**config.mk**
```make
export PLATFORM = sky130hd
export DESIGN_NAME = alu_mul_sequencer_flat
export DESIGN_NICKNAME = d
export VERILOG_FILES = /design/src/rtl/alu_mul_sequencer_if.sv /design/src/rtl/alu_mul_sequencer.sv /design/src/flat_wrapper.sv
export SDC_FILE = /design/constraint.sdc
export NUM_CORES = 1
export LEC_CHECK = 0
export ABC_CLOCK_PERIOD_IN_PS = 2550
export BUFFER_PORTS_ARGS = -buffer_cell sky130_fd_sc_hd__buf_2
export CAP_MARGIN = 20
export CORE_MARGIN = 8
export CORE_UTILIZATION = 48
export CTS_CLUSTER_DIAMETER = 200
export DETAILED_ROUTE_END_ITERATION = 12
export PLACE_DENSITY = 0.8
export SLEW_MARGIN = 20
export SYNTH_ARGS = -nofsm -noshare
export SYNTH_HDL_FRONTEND = slang
export SYNTH_SLANG_ARGS = --single-unit
```
**constraint.sdc**
```tcl
create_clock -name clk -period 2.55 [get_ports clk]
set_clock_uncertainty 0.2 [all_clocks]
set_input_delay 0.1275 -clock clk [delete_from_list [all_inputs] [get_ports clk]]
set_output_delay 0.1275 -clock clk [all_outputs]
set_load 0.005 [all_outputs]
```
**src/rtl/alu_mul_sequencer_if.sv**
```systemverilog
// Request/response handshake bundle for alu_mul_sequencer.
// slave: the sequencer side; master: the issuing pipeline side.
interface alu_mul_sequencer_if #(
  parameter int DATA_W = 32
);
  logic              req_valid_i;
  logic              req_ready_o;
  logic [DATA_W-1:0] multiplicand_i;
  logic [DATA_W-1:0] multiplier_i;
  logic              rsp_valid_o;
  logic              rsp_ready_i;
  logic [DATA_W-1:0] product_o;
  logic              abort_i;

  modport slave (
    input  req_valid_i, multiplicand_i, multiplier_i, rsp_ready_i, abort_i,
    output req_ready_o, rsp_valid_o, product_o
  );

  modport master (
    output req_valid_i, multiplicand_i, multiplier_i, rsp_ready_i, abort_i,
    input  req_ready_o, rsp_valid_o, product_o
  );
endinterface

```
**src/rtl/alu_mul_sequencer.sv**
```systemverilog
// Shift-and-add 32x32 low-half multiplier that borrows the shared ALU for its adds.
// Optional macro MUL_EARLY_EXIT_EN: leave RUN once the remaining multiplier bits are zero.
module alu_mul_sequencer #(
  parameter int          DATA_W     = 32,
  parameter logic [3:0]  ALU_ADD_OP = 4'b0000
) (
  input  logic              clk,
  input  logic              reset,
  alu_mul_sequencer_if.slave bus,
  output logic              alu_owner_o,
  output logic [3:0]        alu_op_o,
  output logic [DATA_W-1:0] alu_a_o,
  output logic [DATA_W-1:0] alu_b_o,
  input  logic [DATA_W-1:0] alu_result_i
);
  localparam int CNT_W = $clog2(DATA_W);
  localparam logic [CNT_W-1:0] LAST = CNT_W'(DATA_W - 1);

  typedef enum logic [1:0] {IDLE, RUN, RESP} state_t;

  state_t            state_q, state_d;
  logic [DATA_W-1:0] acc_q, acc_d;
  logic [DATA_W-1:0] mcand_q, mcand_d;
  logic [DATA_W-1:0] mplier_q, mplier_d;
  logic [CNT_W-1:0]  count_q, count_d;
  logic              last_bit;

`ifdef MUL_EARLY_EXIT_EN
  assign last_bit = (count_q == LAST) || ((mplier_q >> 1) == '0);
`else
  assign last_bit = (count_q == LAST);
`endif

  assign alu_op_o        = ALU_ADD_OP;
  assign alu_a_o         = acc_q;
  assign alu_b_o         = mcand_q;
  assign alu_owner_o     = (state_q == RUN);
  assign bus.req_ready_o = (state_q == IDLE);
  assign bus.rsp_valid_o = (state_q == RESP);
  assign bus.product_o   = (state_q == RESP) ? acc_q : '0;

  always_comb begin
    state_d  = state_q;
    acc_d    = acc_q;
    mcand_d  = mcand_q;
    mplier_d = mplier_q;
    count_d  = count_q;
    unique case (state_q)
      IDLE: begin
        // abort blocks acceptance even though ready stays asserted
        if (bus.req_valid_i && !bus.abort_i) begin
          acc_d    = '0;
          mcand_d  = bus.multiplicand_i;
          mplier_d = bus.multiplier_i;
          count_d  = '0;
          state_d  = RUN;
        end
      end
      RUN: begin
        if (mplier_q[0]) acc_d = alu_result_i;
        mcand_d  = mcand_q << 1;
        mplier_d = mplier_q >> 1;
        count_d  = count_q + CNT_W'(1);
        if (bus.abort_i)   state_d = IDLE;
        else if (last_bit) state_d = RESP;
      end
      RESP: begin
        if (bus.abort_i || bus.rsp_ready_i) state_d = IDLE;
      end
      default: state_d = IDLE;
    endcase
  end

  always_ff @(posedge clk) begin
    if (!reset) begin
      state_q  <= IDLE;
      acc_q    <= '0;
      mcand_q  <= '0;
      mplier_q <= '0;
      count_q  <= '0;
    end else begin
      state_q  <= state_d;
      acc_q    <= acc_d;
      mcand_q  <= mcand_d;
      mplier_q <= mplier_d;
      count_q  <= count_d;
    end
  end
endmodule

```
**src/flat_wrapper.sv**
```systemverilog
// flat-port wrapper written by rule: the top's interface ports become plain ports
module alu_mul_sequencer_flat 
#(
  parameter int          DATA_W     = 32,
  parameter logic [3:0]  ALU_ADD_OP = 4'b0000
)
  (clk, reset, alu_owner_o, alu_op_o, alu_a_o, alu_b_o, alu_result_i, bus_req_valid_i, bus_multiplicand_i, bus_multiplier_i, bus_rsp_ready_i, bus_abort_i, bus_req_ready_o, bus_rsp_valid_o, bus_product_o);
  alu_mul_sequencer_if #(.DATA_W(DATA_W)) bus_i ();
  input  logic clk;
  input  logic reset;
  output logic alu_owner_o;
  output logic [3:0] alu_op_o;
  output logic [DATA_W-1:0] alu_a_o;
  output logic [DATA_W-1:0] alu_b_o;
  input  logic [DATA_W-1:0] alu_result_i;
  input wire logic [$bits(bus_i.req_valid_i)-1:0] bus_req_valid_i;
  input wire logic [$bits(bus_i.multiplicand_i)-1:0] bus_multiplicand_i;
  input wire logic [$bits(bus_i.multiplier_i)-1:0] bus_multiplier_i;
  input wire logic [$bits(bus_i.rsp_ready_i)-1:0] bus_rsp_ready_i;
  input wire logic [$bits(bus_i.abort_i)-1:0] bus_abort_i;
  output wire logic [$bits(bus_i.req_ready_o)-1:0] bus_req_ready_o;
  output wire logic [$bits(bus_i.rsp_valid_o)-1:0] bus_rsp_valid_o;
  output wire logic [$bits(bus_i.product_o)-1:0] bus_product_o;
  assign bus_i.req_valid_i = bus_req_valid_i;
  assign bus_i.multiplicand_i = bus_multiplicand_i;
  assign bus_i.multiplier_i = bus_multiplier_i;
  assign bus_i.rsp_ready_i = bus_rsp_ready_i;
  assign bus_i.abort_i = bus_abort_i;
  assign bus_req_ready_o = bus_i.req_ready_o;
  assign bus_rsp_valid_o = bus_i.rsp_valid_o;
  assign bus_product_o = bus_i.product_o;
  alu_mul_sequencer #(.DATA_W(DATA_W), .ALU_ADD_OP(ALU_ADD_OP)) u_core (.clk(clk), .reset(reset), .bus(bus_i), .alu_owner_o(alu_owner_o), .alu_op_o(alu_op_o), .alu_a_o(alu_a_o), .alu_b_o(alu_b_o), .alu_result_i(alu_result_i));
endmodule
```
==> results of run 1 <==
routing by layer:
layer  vias up  share of wire  global-route usage
met1      2618           0.39              0.2867
met2       240           0.52              0.4313
met5         -              0                   0
li1       2642              -                   -
met3        38          0.065             0.05593
met4         0          0.026              0.1041
flip-flops by register name, indices dropped and copies added, names as in the netlist:
signal / cells
u_core.alu_a_o: 32
u_core.alu_b_o: 32
u_core.mplier_q: 32
u_core.count_q: 5
u_core.state_q: 2
power by group through the flow:
stage          logic (mW)  clock network, mW  registers, mW
2_1_floorplan       0.279                  0           1.81
3_3_place_gp        0.458                  0           1.82
3_5_place_dp        0.469                  0           1.82
4_1_cts             0.591              0.944           1.79
5_1_grt             0.660               1.02           1.81
6_report            0.604              0.928           1.79
layout make-up:
cell class                 count  area (um^2)  area share
antenna                        3        7.507    0.001057
clock buffer                  10        127.6     0.01797
clock inverter                 6        45.04    0.006342
inverter                       4        15.01    0.002114
multi-input combinational    418         2566      0.3613
sequential                   103         2064      0.2907
tap                          136        170.2     0.02396
timing repair buffer         312         2106      0.2965
metrics by stage:
stage / worst slack, ns / cell area (um^2) / cells / util / power, mW
2_1_floorplan: 0.7500 / 4917 / 589 / - / 2.088
3_3_place_gp: 0.5732 / 5937 / 875 / 0.5856 / 2.277
3_5_place_dp: 0.5369 / 5937 / 875 / 0.5856 / 2.294
4_1_cts: 0.1235 / 7091 / 989 / 0.6994 / 3.323
5_1_grt: 0.006941 / 7099 / 991 / 0.7002 / 3.490
6_report: 0.1873 / 7102 / 992 / 0.7005 / 3.324
what timing repair did:
item,CTS,global route
endpoints found under the setup margin,0,1
hold endpoints to repair,98,0
resized for setup,0,1
hold buffers,98,0
logic make-up (layout without fill, tap and decap cells):
group | count (synthesis) | count (layout) | synth area share
compound gates | 168 | 168 | 0.2645
mux | 2 | 2 | 0.004081
buf+inv | 68 | 332 | 0.06325
other cells | 1 | 7 | 0.0007644
flops | 103 | 103 | 0.4203
simple gates | 242 | 242 | 0.2420
fa+ha+maj | 2 | 2 | 0.005100
cell usage in the layout, fill, tap and decap left out, types with 2 or more instances in the layout:
cell           netlist  layout
conb_1               1       4
nand3b_1             2       2
o21ai_0              3       3
o22ai_1              2       2
mux2i_1              2       2
ha_1                 2       2
a21oi_1              3       2
diode_2              0       3
nand2_1            130     130
and3_1               2       2
buf_4                4      13
buf_2               14     199
inv_1                3       3
clkbuf_8             0       9
o311ai_0            62      62
a31oi_1             62      62
dfxtp_2              0       2
clkinvlp_4           0       3
nand3_1              5       5
nand2b_1            65      64
a22o_1              32      32
dfxtp_1            103     101
and2_1              33      33
dlygate4sd3_1        0      98
synth_stat cells, drive strengths merged, types with 4 or more instances:
library cell | number | share of area
nand3 | 5 | 0.0051
inv | 4 | 0.0031
a22o | 32 | 0.057
nand2b | 65 | 0.083
o311ai | 62 | 0.11
nand2 | 130 | 0.099
dfxtp | 103 | 0.42
clkbuf | 38 | 0.029
and2 | 33 | 0.042
buf | 26 | 0.031
a31oi | 62 | 0.079
worst register-to-register path, cell delays in order (launching register included):
cell and delay, ns:
dfxtp_2 0.55, nand2b_2 0.23, inv_2 0.12, buf_6 0.31, a22oi_1 0.12, nor3b_1 0.19, dlygate4sd3_1 0.58
how the worst max path moves through the flow:
stage	slack [ns]	end	cells after the start	from
after floorplan	0.75	u_core.alu_a_o[10]$_SDFFE_PN0P_	5	u_core.state_q[1]$_SDFFE_PN0P_
after global placement	0.57	u_core.alu_a_o[12]$_SDFFE_PN0P_	3	u_core.state_q[0]$_SDFFE_PN0P_
after detailed placement	0.54	u_core.alu_a_o[19]$_SDFFE_PN0P_	3	u_core.state_q[0]$_SDFFE_PN0P_
after CTS	0.12	u_core.state_q[1]$_SDFFE_PN0P_	6	u_core.state_q[0]$_SDFFE_PN0P_
after global routing	0.007	u_core.state_q[1]$_SDFFE_PN0P_	6	u_core.state_q[0]$_SDFFE_PN0P_
final	0.19	u_core.state_q[1]$_SDFFE_PN0P_	6	u_core.state_q[0]$_SDFFE_PN0P_
==> results by group, run 1 <==
Power
  • Sw Pwr: 938.1 uW
  • Pint: 2.386 mW
  • Worst vdd ir: 0.2590 mV
  • Pwr dens: 468.1 mW/mm^2
  • Gate power share: 0.182
  • Sequential share of power: 0.539
  • Power share of the clock group: 0.279
  • Switch share: 0.2822
  • Leak: 3.110 nW

Clock tree
  • Clock buffer count from CTS: 9
  • Clk Tree Root Cell: clkbuf_8
  • Clk sinks: 103
  • Clock-pin slew of the registers on the worst-case setup and hold paths: 0.10 ns
  • Setup Fix Bufs, Post-CTS: 0
  • Clock buffer depth: 2
  • Htree depth: 3
  • CTS tree: yes
  • Clk_lat worst skew: 0.35 ns

Global routing
  • Largest net degree at the start of global routing: 45
  • Grt total ovfl: 0
  • Initial antenna violation count: 1
  • GR Util All Layers: 0.2476
  • Global-route wire length before repair: 27.23 mm
  • Vias in the first global route: 5558

Drt
  • Antenna viol nets, final: 0
  • Vias per cell: 5.583
  • DRT iter0 DRCs: 428
  • WL per Instance: 17.54 um
  • Vias after detailed routing: 5538
  • Post-Route WL: 17.40 mm
  • DRT Pass-1 Iters: 5
  • DRC errors left: 0

STA
  • RSZ-0062 raised after global routing: no
  • Fin Hold WS: 0.06182 ns
  • Hold Vio Cnt, Final: 0
  • Final setup viols: 0
  • Setup_tns: 0 ns
  • Peak Freq: 0.4232 GHz
  • Min cycle time layout: 2.363 ns
  • Fin crit share: 0.9265
  • Max-slew violations: 0

Hold path
  • Hold EP: u_core.alu_b_o[29]$_SDFFE_PN0P_
  • Worst hold stages: 3
  • Min-delay src: reset
  • Worst hold path class: primary input to flip-flop

Layout
  • Layout cells sized above 1: 0.2767
  • Fill count: 759
  • Nets: 951
  • Synthesis-to-finish area growth: 44.76%

Synth
  • Synthesized instance count: 586
  • Number of synthesis warnings: 0
  • Seq cells post-synth: 103
  • Mean Syn Cell Area: 8.372 um^2
  • Top FF cell, synth: dfxtp_1
  • Synth cell types: 31
  • EDFF count, synth: 0
  • Asr flop ratio synth: 0
  • Register area share after synthesis: 0.4203
  • Post-Syn Area: 0.004906 mm^2

Critical path
  • Critical Path RT: 2.63 ns
  • CP delay by family, top: buffers and inverters
  • Max stage delay on crit path: 0.58 ns
  • RR Startpoint: u_core.state_q[0]$_SDFFE_PN0P_
  • Slowest CP cell: dlygate4sd3_1
  • Critical path class: flip-flop to flip-flop
  • Crit path DAT: 2.45 ns
  • CP cell instances: nand2b_2 -> inv_2 -> buf_6 -> a22oi_1 -> nor3b_1 -> dlygate4sd3_1
  • CP startpoint kind: flip-flop
  • Worst-path fanout max: 44
  • CP endpoint kind: flip-flop
  • Crit path buffers/inverters: 3
  • R2R Setup Slk: 0.19 ns
  • Critical R2R Capture: u_core.state_q[1]$_SDFFE_PN0P_
  • Worst r2r path cells: 6

Floorplan
  • Row Count: 37
  • Die Ht: 117.1 um
  • Core footprint: 0.01014 mm^2
  • Ports: 204
  • Starting Density: 0.4839
  • Die area: 0.01371 mm^2
  • Die Width: 117.1 um

Status
  • Outcome: finished, final reports clean

Placed design
  • Placer Congestion: 0.8201
  • Port Buffer Count: 199
  • Dpl hpwl: 10.46 mm

Run
  • Maxcap violations: 0
(Power assumes the default switching activity.)
==> inputs of run 2 (changes only) <==
--- a/config.mk
+++ b/config.mk
@@ -6,13 +6,12 @@
 export NUM_CORES = 1
 export LEC_CHECK = 0
 export ABC_CLOCK_PERIOD_IN_PS = 2550
-export BUFFER_PORTS_ARGS = -buffer_cell sky130_fd_sc_hd__buf_2
 export CAP_MARGIN = 20
 export CORE_MARGIN = 8
-export CORE_UTILIZATION = 48
+export CORE_UTILIZATION = 50
 export CTS_CLUSTER_DIAMETER = 200
 export DETAILED_ROUTE_END_ITERATION = 12
-export PLACE_DENSITY = 0.8
+export DONT_BUFFER_PORTS = 1
 export SLEW_MARGIN = 20
 export SYNTH_ARGS = -nofsm -noshare
 export SYNTH_HDL_FRONTEND = slang
==> results by group, run 2 (same netlist as run 1, synthesis figures left out) <==
Status
  • Outcome: finished, final reports clean

Drt
  • Vias after detailed routing: 4641 (-16%)
  • Vias per cell: 5.867 (+5.1%)
  • DRC errors left: 0 (unchanged)
  • Antenna viol nets, final: 0 (unchanged)
  • WL per Instance: 19.05 um (+8.6%)
  • DRT Pass-1 Iters: 4 (-1)
  • Post-Route WL: 15.07 mm (-13%)
  • DRT iter0 DRCs: 368 (-14%)

Global routing
  • Initial antenna violation count: 0 (-1)
  • Global-route wire length before repair: 23.37 mm (-14%)
  • GR Util All Layers: 0.2160 (-0.03161)
  • Grt total ovfl: 0 (unchanged)
  • Largest net degree at the start of global routing: 77 (+71%)
  • Vias in the first global route: 4455 (-20%)

Clock tree
  • Htree depth: 3 (unchanged)
  • Clk Tree Root Cell: clkbuf_8
  • Clock buffer count from CTS: 9 (unchanged)
  • Clock-pin slew of the registers on the worst-case setup and hold paths: 0.10 ns (about the same)
  • Clk_lat worst skew: 0.36 ns (about the same)
  • Clk sinks: 103 (unchanged)
  • CTS tree: yes
  • Clock buffer depth: 2 (unchanged)

STA
  • RSZ-0062 raised after global routing: no
  • Peak Freq: 0.4222 GHz (-0.24%)
  • Slew margin rel.: 0.5752
  • Worst setup margin: 0.1816 ns (-0.005740 ns)
  • Max-slew violations: 0 (unchanged)
  • Hold Vio Cnt, Final: 0 (unchanged)
  • Setup_tns: 0 ns (unchanged)
  • Min cycle time layout: 2.368 ns (+0.005740 ns)
  • Final setup viols: 0 (unchanged)
  • Worst-margin pin slew: 0.6372 ns
  • Fin crit share: 0.9288 (+0.002251)
  • Fin Hold WS: 0.02450 ns (-0.03732 ns)

Floorplan
  • Die Width: 115.1 um (-1.7%)
  • Starting Density: 0.5090 (+0.02506)
  • Die area: 0.01324 mm^2 (-3.5%)
  • Row Count: 36 (-2.7%)
  • Core footprint: 0.009639 mm^2 (-4.9%)
  • Die Ht: 115.1 um (-1.7%)
  • Ports: 204 (unchanged)

Power
  • Pwr dens: 548.8 mW/mm^2 (+17%)
  • Sw Pwr: 883.0 uW (-5.9%)
  • Pint: 2.528 mW (+6.0%)
  • Leak: 2.248 nW (-28%)
  • Switch share: 0.2589 (-0.02333)
  • Worst vdd ir: 0.2830 mV (+9.3%)
  • Sequential share of power: 0.529 (-0.010)
  • Gate power share: 0.137 (-0.045)
  • Power share of the clock group: 0.333 (+0.054)
  • Pwr Total: 3.411 mW (+2.6%)

Layout
  • Synthesis-to-finish area growth: 26.70%
  • Multi-input gate area: 0.002570 mm^2 (+0.15%)
  • Most frequent cells in the layout: 130 x nand2_1, 105 x dlygate4sd3_1, 101 x dfxtp_1
  • Layout cells sized above 1: 0.05479 (-0.2219)
  • Register Area: 0.002064 mm^2 (unchanged)
  • Leading cell type in the layout, fill and taps excluded: nand2_1
  • Nets: 756 (-21%)
  • Fill count: 829 (+9.2%)
  • Post-route insts no fill: 791 (-20%)

Placed design
  • Placer Congestion: 0.7330 (-11%)
  • Port Buffer Count: 0 (-100%)
  • Placed insts: 669 (-24%)
  • Setup WS pre-CTS: 0.4198 ns (-0.1171 ns)
  • Dpl hpwl: 8.954 mm (-14%)

Critical path
  • Crit path DAT: 2.43 ns (-0.02 ns)
  • Critical R2R Capture: u_core.alu_b_o[2]$_SDFFE_PN0P_
  • CP endpoint kind: flip-flop
  • R2R Setup Slk: 0.18 ns (about the same)
  • Critical path class: flip-flop to flip-flop
  • Critical Path RT: 2.61 ns (-0.02 ns)
  • Slowest CP cell: dlygate4sd3_1
  • RR Startpoint: u_core.state_q[0]$_SDFFE_PN0P_
  • Max stage delay on crit path: 0.56 ns (-0.02 ns)
  • CP startpoint: u_core.state_q[0]$_SDFFE_PN0P_
  • Worst r2r path cells: 6 (unchanged)
  • CP startpoint kind: flip-flop
  • CP cell instances: buf_4 -> inv_1 -> a21oi_4 -> buf_4 -> a31oi_1 -> dlygate4sd3_1
  • Critical Path End: u_core.alu_b_o[2]$_SDFFE_PN0P_
  • Cell mode on critical path: buf_4
  • Worst-path fanout max: 22 (-50%)

Hold path
  • Worst hold path class: primary input to flip-flop

Run
  • Maxcap violations: 0 (unchanged)
==> run 2: worst min path at each step <==
stage | startpoint | endpoint | slack, ns | cells past startpoint
after floorplan | bus_abort_i | u_core.state_q[1]$_SDFFE_PN0P_ | 0.004 | 1
after global placement | bus_abort_i | u_core.state_q[1]$_SDFFE_PN0P_ | -0.002 | 1
after detailed placement | bus_abort_i | u_core.state_q[1]$_SDFFE_PN0P_ | 0.001 | 1
after CTS | bus_abort_i | u_core.count_q[2]$_SDFFE_PN0P_ | 0.01 | 3
after global routing | bus_abort_i | u_core.count_q[2]$_SDFFE_PN0P_ | 0.01 | 3
final | bus_req_valid_i | u_core.alu_b_o[4]$_SDFFE_PN0P_ | 0.02 | 3
==> run 2: through the flow <==
stage / instance area [um^2] / util
floorplan: 4917 / -
global placement: 4910 / 0.5093
detailed placement: 4910 / 0.5093
CTS: 6208 / 0.6441
global route: 6213 / 0.6446
finish: 6216 / 0.6449
==> run 2: critical path, delay by kind of cell (launching register included) <==
| family | cells | cell delay, ns |
|---|---|---|
| buffers and inverters | 4 | 1.26 |
| AOI/OAI and AO/OA | 2 | 0.26 |
| DFF | 1 | 0.52 |
==> run 2: metal layers <==
metal  up-vias  wire, um  track usage
li1       2252         -            -
met1      2176      6178       0.2682
met2       203      7333       0.3480
met3        10      1402      0.06460
met4         0       150      0.07531
met5         -         0            0
==> run 2: layout make-up <==
class | count | share of cell area
Multi-Input combinational cell | 418 | 0.4134
Sequential cell | 103 | 0.3321
Timing Repair Buffer | 117 | 0.1894
Tap cell | 133 | 0.02677
Clock buffer | 10 | 0.02214
Clock inverter | 5 | 0.01329
Inverter | 4 | 0.002415
Antenna cell | 1 | 0.0004026
==> run 2: power groups by stage <==
stage	Combinational (mW)	Clock [mW]	Sequential, mW
floorplan	0.279	0	1.81
global placement	0.304	0	1.84
global route	0.514	1.24	1.82
finish	0.469	1.14	1.81
CTS	0.467	1.17	1.81
detailed placement	0.311	0	1.84
==> run 2: what timing repair did <==
action                     4_1_cts  5_1_grt
setup endpoints to repair        0        3
setup buffers                    0        0
hold buffers                   106        0
resized for setup                0        1
hold endpoints to repair       103        0
